===== config.mk =====
export PLATFORM = sky130hd
export DESIGN_NAME = decode_read
export DESIGN_NICKNAME = d
export VERILOG_FILES = /design/src/rtl/y86_pkg.sv /design/src/rtl/decode_read_fwd_sel.sv /design/src/rtl/decode_read.sv
export SDC_FILE = /design/constraint.sdc
export NUM_CORES = 1
export LEC_CHECK = 0
export BUFFER_PORTS_ARGS = -buffer_cell sky130_fd_sc_hd__buf_2
export CORE_AREA = 2 2 326 328
export DETAILED_ROUTE_END_ITERATION = 8
export DIE_AREA = 0 0 328 330
export HOLD_SLACK_MARGIN = 0.15
export PLACE_DENSITY = 0.4
export SETUP_SLACK_MARGIN = 0.5
export SYNTH_ARGS = -nofsm -noshare
export SYNTH_HDL_FRONTEND = slang
export SYNTH_SLANG_ARGS = --single-unit
export TNS_END_PERCENT = 5

===== constraint.sdc =====
create_clock -name clk -period 3.3 [get_ports clk]
set_input_delay 0 -clock clk [delete_from_list [all_inputs] [get_ports clk]]
set_output_delay 0 -clock clk [all_outputs]
set_load 0.02 [all_outputs]

===== src/rtl/y86_pkg.sv =====
// Shared Y86-64 encodings: instruction codes, register IDs, status codes and
// the values a bubble loads into a pipeline register.
package y86_pkg;

    localparam logic [3:0] RNONE = 4'hF;
    localparam logic [3:0] RSP   = 4'h4;

    localparam logic [3:0] I_HALT   = 4'h0;
    localparam logic [3:0] I_NOP    = 4'h1;
    localparam logic [3:0] I_RRMOVQ = 4'h2;
    localparam logic [3:0] I_IRMOVQ = 4'h3;
    localparam logic [3:0] I_RMMOVQ = 4'h4;
    localparam logic [3:0] I_MRMOVQ = 4'h5;
    localparam logic [3:0] I_OPQ    = 4'h6;
    localparam logic [3:0] I_JXX    = 4'h7;
    localparam logic [3:0] I_CALL   = 4'h8;
    localparam logic [3:0] I_RET    = 4'h9;
    localparam logic [3:0] I_PUSHQ  = 4'hA;
    localparam logic [3:0] I_POPQ   = 4'hB;

    typedef enum logic [3:0] {
        S_AOK = 4'h1,
        S_HLT = 4'h2,
        S_ADR = 4'h3,
        S_INS = 4'h4
    } stat_e;

    localparam logic [3:0] BUB_STAT  = S_AOK;
    localparam logic [3:0] BUB_ICODE = I_NOP;
    localparam logic [3:0] BUB_IFUN  = 4'h0;

endpackage


===== src/rtl/decode_read_fwd_sel.sv =====
// Forwarding priority mux: youngest producer of the source register wins,
// falling back to the register-file read value.
module fwd_sel
    import y86_pkg::*;
#(
    parameter int W = 64
) (
    input  logic [3:0]   i_src,
    input  logic [3:0]   i_e_dste,
    input  logic [W-1:0] i_e_vale,
    input  logic [3:0]   i_m_dstm,
    input  logic [W-1:0] i_m_valm,
    input  logic [3:0]   i_m_dste,
    input  logic [W-1:0] i_m_vale,
    input  logic [3:0]   i_w_dstm,
    input  logic [W-1:0] i_w_valm,
    input  logic [3:0]   i_w_dste,
    input  logic [W-1:0] i_w_vale,
    input  logic [W-1:0] i_rval,
    output logic [W-1:0] o_val
);

    always_comb begin
        o_val = i_rval;
        // RNONE is a "no register" marker, never a real producer match.
        if (i_src != RNONE) begin
            if (i_src == i_e_dste)      o_val = i_e_vale;
            else if (i_src == i_m_dstm) o_val = i_m_valm;
            else if (i_src == i_m_dste) o_val = i_m_vale;
            else if (i_src == i_w_dstm) o_val = i_w_valm;
            else if (i_src == i_w_dste) o_val = i_w_vale;
        end
    end

endmodule


===== src/rtl/decode_read.sv =====
// Y86-64 decode/register-read stage: register ID decode, forwarded operand
// selection, load/use detection and the D->E pipeline register.
module decode_read
    import y86_pkg::*;
#(
    parameter int W = 64
) (
    input  logic         clk,
    input  logic         rst,
    input  logic [3:0]   D_stat,
    input  logic [3:0]   D_icode,
    input  logic [3:0]   D_ifun,
    input  logic [3:0]   D_rA,
    input  logic [3:0]   D_rB,
    input  logic [W-1:0] D_valC,
    input  logic [W-1:0] D_valP,
    output logic [3:0]   d_srcA,
    output logic [3:0]   d_srcB,
    input  logic [W-1:0] rvalA,
    input  logic [W-1:0] rvalB,
    input  logic [3:0]   e_dstE,
    input  logic [W-1:0] e_valE,
    input  logic [3:0]   M_dstM,
    input  logic [W-1:0] m_valM,
    input  logic [3:0]   M_dstE,
    input  logic [W-1:0] M_valE,
    input  logic [3:0]   W_dstM,
    input  logic [W-1:0] W_valM,
    input  logic [3:0]   W_dstE,
    input  logic [W-1:0] W_valE,
    input  logic         E_bubble,
    output logic         load_use,
    output logic [3:0]   E_stat,
    output logic [3:0]   E_icode,
    output logic [3:0]   E_ifun,
    output logic [W-1:0] E_valC,
    output logic [W-1:0] E_valA,
    output logic [W-1:0] E_valB,
    output logic [3:0]   E_dstE,
    output logic [3:0]   E_dstM,
    output logic [3:0]   E_srcA,
    output logic [3:0]   E_srcB
);

    logic [3:0]   w_srcA, w_srcB, w_dstE, w_dstM;
    logic [W-1:0] w_fwdA, w_fwdB, w_valA;

    logic [3:0]   r_E_stat, r_E_icode, r_E_ifun;
    logic [W-1:0] r_E_valC, r_E_valA, r_E_valB;
    logic [3:0]   r_E_dstE, r_E_dstM, r_E_srcA, r_E_srcB;

    // cmovXX writes rB unconditionally here; execute squashes dstE on a false condition.
    always_comb begin
        w_srcA = RNONE;
        w_srcB = RNONE;
        w_dstE = RNONE;
        w_dstM = RNONE;
        case (D_icode)
            I_RRMOVQ: begin w_srcA = D_rA; w_dstE = D_rB; end
            I_IRMOVQ: begin w_dstE = D_rB; end
            I_RMMOVQ: begin w_srcA = D_rA; w_srcB = D_rB; end
            I_MRMOVQ: begin w_srcB = D_rB; w_dstM = D_rA; end
            I_OPQ:    begin w_srcA = D_rA; w_srcB = D_rB; w_dstE = D_rB; end
            I_CALL:   begin w_srcB = RSP;  w_dstE = RSP; end
            I_RET:    begin w_srcA = RSP;  w_srcB = RSP; w_dstE = RSP; end
            I_PUSHQ:  begin w_srcA = D_rA; w_srcB = RSP; w_dstE = RSP; end
            I_POPQ:   begin w_srcA = RSP;  w_srcB = RSP; w_dstE = RSP; w_dstM = D_rA; end
            default:  ;
        endcase
    end

    fwd_sel #(.W(W)) u_fwd_a (
        .i_src(w_srcA),
        .i_e_dste(e_dstE), .i_e_vale(e_valE),
        .i_m_dstm(M_dstM), .i_m_valm(m_valM),
        .i_m_dste(M_dstE), .i_m_vale(M_valE),
        .i_w_dstm(W_dstM), .i_w_valm(W_valM),
        .i_w_dste(W_dstE), .i_w_vale(W_valE),
        .i_rval(rvalA),
        .o_val(w_fwdA)
    );

    fwd_sel #(.W(W)) u_fwd_b (
        .i_src(w_srcB),
        .i_e_dste(e_dstE), .i_e_vale(e_valE),
        .i_m_dstm(M_dstM), .i_m_valm(m_valM),
        .i_m_dste(M_dstE), .i_m_vale(M_valE),
        .i_w_dstm(W_dstM), .i_w_valm(W_valM),
        .i_w_dste(W_dstE), .i_w_vale(W_valE),
        .i_rval(rvalB),
        .o_val(w_fwdB)
    );

    // jXX and call carry the fall-through/return address in valA.
    assign w_valA = (D_icode == I_JXX || D_icode == I_CALL) ? D_valP : w_fwdA;

    always_ff @(posedge clk) begin
        if (rst || E_bubble) begin
            r_E_stat  <= BUB_STAT;
            r_E_icode <= BUB_ICODE;
            r_E_ifun  <= BUB_IFUN;
            r_E_valC  <= '0;
            r_E_valA  <= '0;
            r_E_valB  <= '0;
            r_E_dstE  <= RNONE;
            r_E_dstM  <= RNONE;
            r_E_srcA  <= RNONE;
            r_E_srcB  <= RNONE;
        end else begin
            r_E_stat  <= D_stat;
            r_E_icode <= D_icode;
            r_E_ifun  <= D_ifun;
            r_E_valC  <= D_valC;
            r_E_valA  <= w_valA;
            r_E_valB  <= w_fwdB;
            r_E_dstE  <= w_dstE;
            r_E_dstM  <= w_dstM;
            r_E_srcA  <= w_srcA;
            r_E_srcB  <= w_srcB;
        end
    end

    assign load_use = (r_E_icode == I_MRMOVQ || r_E_icode == I_POPQ) &&
                      (r_E_dstM != RNONE) &&
                      (r_E_dstM == w_srcA || r_E_dstM == w_srcB);

    assign d_srcA  = w_srcA;
    assign d_srcB  = w_srcB;
    assign E_stat  = r_E_stat;
    assign E_icode = r_E_icode;
    assign E_ifun  = r_E_ifun;
    assign E_valC  = r_E_valC;
    assign E_valA  = r_E_valA;
    assign E_valB  = r_E_valB;
    assign E_dstE  = r_E_dstE;
    assign E_dstM  = r_E_dstM;
    assign E_srcA  = r_E_srcA;
    assign E_srcB  = r_E_srcB;

endmodule


==> impl_metrics.py <==
metrics = {
    "global_routing": {
        "grt_pass1_vias": 21018,
        "grt_pass1_wl_mm": 146,
        "antenna_found_initial": 38,
        "grt_start_max_net_pins": 65,
        "grt.total_usage_pct": 18.4,
        "grt_overflow": 0,
    },
    "timing": {
        "timing.fmax_mhz": 360,
        "period_share_pct": 84.3,
        "finalSetupViolCount": 0,
        "final_max_slew_viol_count": 0,
        "worst_pin_slew_ns": 0.795,
        "fin_setup_tns_ns": 0,
        "slew_headroom_pct": 47.0,
        "fin_crit_ns": 2.78,
        "final_hold_viol_count": 0,
        "rsz0062_at_grt": "yes",
    },
    "worst_hold_path": {
        "hp-class": "input pin to flip-flop",
    },
    "route": {
        "antenna_left": 0,
        "drc": 0,
        "drt-pass1-iter-count": 8,
        "wire_per_inst_um": 25.0,
        "vias_per_cell": 4.58,
        "wl_mm": 112,
        "vias": 20481,
        "drt_iter0_markers": 1698,
    },
    "worst_setup_path": {
        "critPathCaptureType": "flip-flop",
        "arrival_ns": 3.36,
        "cp_cell_sequence": "buf_2 > nand2b_4 > or3_1 > o311ai_1 > or4b_4 > or3b_4 > buf_16 > nor2_1 > a2111oi_1 > a221o_1 > dlygate4sd3_1",
        "slowest_stage": "or4b_4",
        "max_stage_delay_ns": 0.57,
        "worst-path-buf-inv": 3,
        "path_class": "input pin to flip-flop",
        "crit_fanout": 20,
        "critPathTopFamily": "simple AND/OR/NAND/NOR gates",
        "required_ns": 3.87,
        "crit_path_start_kind": "input pin",
    },
    "floorplanning": {
        "core_area_sq_mm": 0.105,
        "dieArea_sq_mm": 0.108,
        "start_util_pct": 12.4,
        "die_h_um": 330,
        "die_w_um": 328,
        "ioPinCount": 848,
        "rows": 119,
    },
    "clock_network": {
        "cts_buffers": 31,
        "clk_pin_slew_ns": 0.06,
        "cts_root_buf": "clkbuf_16",
        "clk_path_buf_depth": 3,
        "htreeDepth": 1,
        "cts.sinks": 220,
        "cts_tree": "done",
    },
    "placement": {
        "placedCellCount": 3745,
        "gp_congestion": 0.903,
        "io_buffers": 847,
        "hpwl_mm": 73.7,
    },
    "yosys": {
        "syn-mean-instance-area_sq_um": 8.10,
        "synth_flop_cell": "dfxtp_1",
        "seq_area_frac_synth_pct": 34.0,
        "syn_inst": 1598,
        "synth_edf_count": 0,
        "async_flop_share_pct": 0,
        "ys_ff_latch": 220,
        "yosys_warnings": 0,
        "synth_nets": 2217,
        "synth.distinct_cells": 63,
        "netlist_area_sq_mm": 0.0129,
    },
    "finish": {
        "nets": 3659,
        "fillCellCount": 11423,
        "final_cells": 4467,
        "layout-drive-gt1-share_pct": 34.4,
        "areaGrowthSynthToFinish_pct": 110,
    },
    "run_status": {
        "status": "complete, no violations",
    },
    "flow_run": {
        "cap_violations": 0,
    },
    "pwr": {
        "power.density_mw_per_mm2": 376,
        "p_leak_nw": 12.5,
        "vdd_drop_max_mv": 0.389,
    },
}
==> per-stage QoR <==
stage	setup WS (ns)	power, mW	hold slack [ns]	util, %	cell area, sq um
after floorplan	0.745	4.32	0.0988	-	12900
after global placement	0.279	5.79	0.199	18.3	19200
after detailed placement	0.321	5.76	0.203	18.3	19200
after CTS	0.519	10.1	0.153	25.3	26500
after global routing	0.441	10.6	0.200	25.9	27100
final	0.519	10.2	0.194	25.9	27100
==> Yosys cell counts, drive strengths merged (2+ instances only) <==
library cell	count	share of area, %
and3	64	3.1
nor3	138	5.4
a2111oi	63	5.2
or3	9	0.43
inv	19	0.55
buf	39	1.8
o31ai	6	0.64
a211o	2	0.14
o41ai	2	0.43
o221ai	68	4.6
a21oi	66	2.6
o2111ai	2	0.14
nor2	138	4.0
nand2	146	4.3
a2bb2oi	5	0.34
mux2i	65	5.0
nor4	2	0.21
o21ai	75	2.9
dfxtp	220	34
or2	3	0.14
o311ai	3	0.20
nand2b	11	0.53
nor2b	5	0.24
nand3	4	0.15
xnor2	10	0.68
xor2	8	0.54
a222oi	2	0.15
a211oi	4	0.27
a221o	64	4.9
clkbuf	117	3.4
o31a	65	4.4
o22ai	75	3.6
nand4	9	0.43
and2	76	3.7
==> cells in the final DEF (no fill, tap or decap), drive strengths merged, types with 2 or more instances in the layout <==
cell / count
nor4: 2
nand4: 9
a211oi: 4
dlygate4sd3: 630
a21oi: 66
o221ai: 68
nand3: 4
a2bb2oi: 5
bufinv: 4
o311ai: 3
o21ai: 75
a222oi: 2
or3: 9
xor2: 8
nor2b: 5
mux2i: 65
nor3: 138
dlymetal6s4s: 3
nand2b: 11
nand2: 146
o22ai: 75
a211o: 2
o31a: 65
dfxtp: 220
buf: 927
or2: 3
a2111oi: 63
diode: 18
inv: 20
a221o: 64
clkinv: 5
o2111ai: 2
xnor2: 10
o31ai: 6
nor2: 138
and2: 76
clkbuf: 45
and3: 64
o41ai: 2
==> registers in the layout, indices dropped and copies added, names as in the netlist <==
register / flops
E_icode: 4
E_ifun: 4
E_valB: 64
E_stat: 4
E_valC: 64
E_srcA: 4
E_valA: 64
E_dstM: 4
E_dstE: 4
E_srcB: 4
==> layout make-up <==
class                   instances  area [sq um]  share of cell area, %
diodes                         18          45.0                  0.166
clock buffers                  40           850                   3.13
clock inverters                11           161                  0.595
inverters                      19          71.3                  0.263
multi-input cells            1203          8130                   30.0
flip-flops and latches        220          4400                   16.2
well taps                    1391          1740                   6.41
repair buffers               1565         11700                   43.2
==> layer usage <==
metal | track usage, % | routed length, um
met1 | 21.6 | 42400
met2 | 31.6 | 53300
met3 | 5.20 | 11400
met4 | 7.17 | 4290
met5 | 0 | 146
==> cell families (layout without fill, tap and decap cells) <==
kind of cell	count (synthesis)	in the layout	share of synthesized area, %
other	0	18	0
AOI/OAI and AO/OA	508	508	30.9
buffers and inverters	175	1635	5.71
and+or+nand+nor	611	611	23.1
DFF	220	220	34.0
xor gates and xnor gates	18	18	1.22
muxes	66	66	5.11
==> power breakdown <==
| part | switching [mW] | internal (mW) |
|---|---|---|
| Clock | 1.49 | 2.09 |
| Sequential | 0.0782 | 2.84 |
| Combinational | 2.01 | 1.70 |
| Total | 3.58 | 6.63 |
==> worst paths after layout <==
path | startpoint | to | slack [ns] | cells after the start
setup / recovery | D_icode[3] | E_valB[49] | 0.52 | 11
hold / removal | W_valM[12] | E_valA[12] | 0.19 | 5
==> timing repair <==
action / 4_1_cts / 5_1_grt
endpoints found under the setup margin: 0 / 121
buffers inserted: 0 / 14
gates resized for setup: 0 / 53
hold buffers: 631 / 2
endpoints found under the hold margin: 220 / 2
Note: power is estimated with default switching activity, not from simulation.
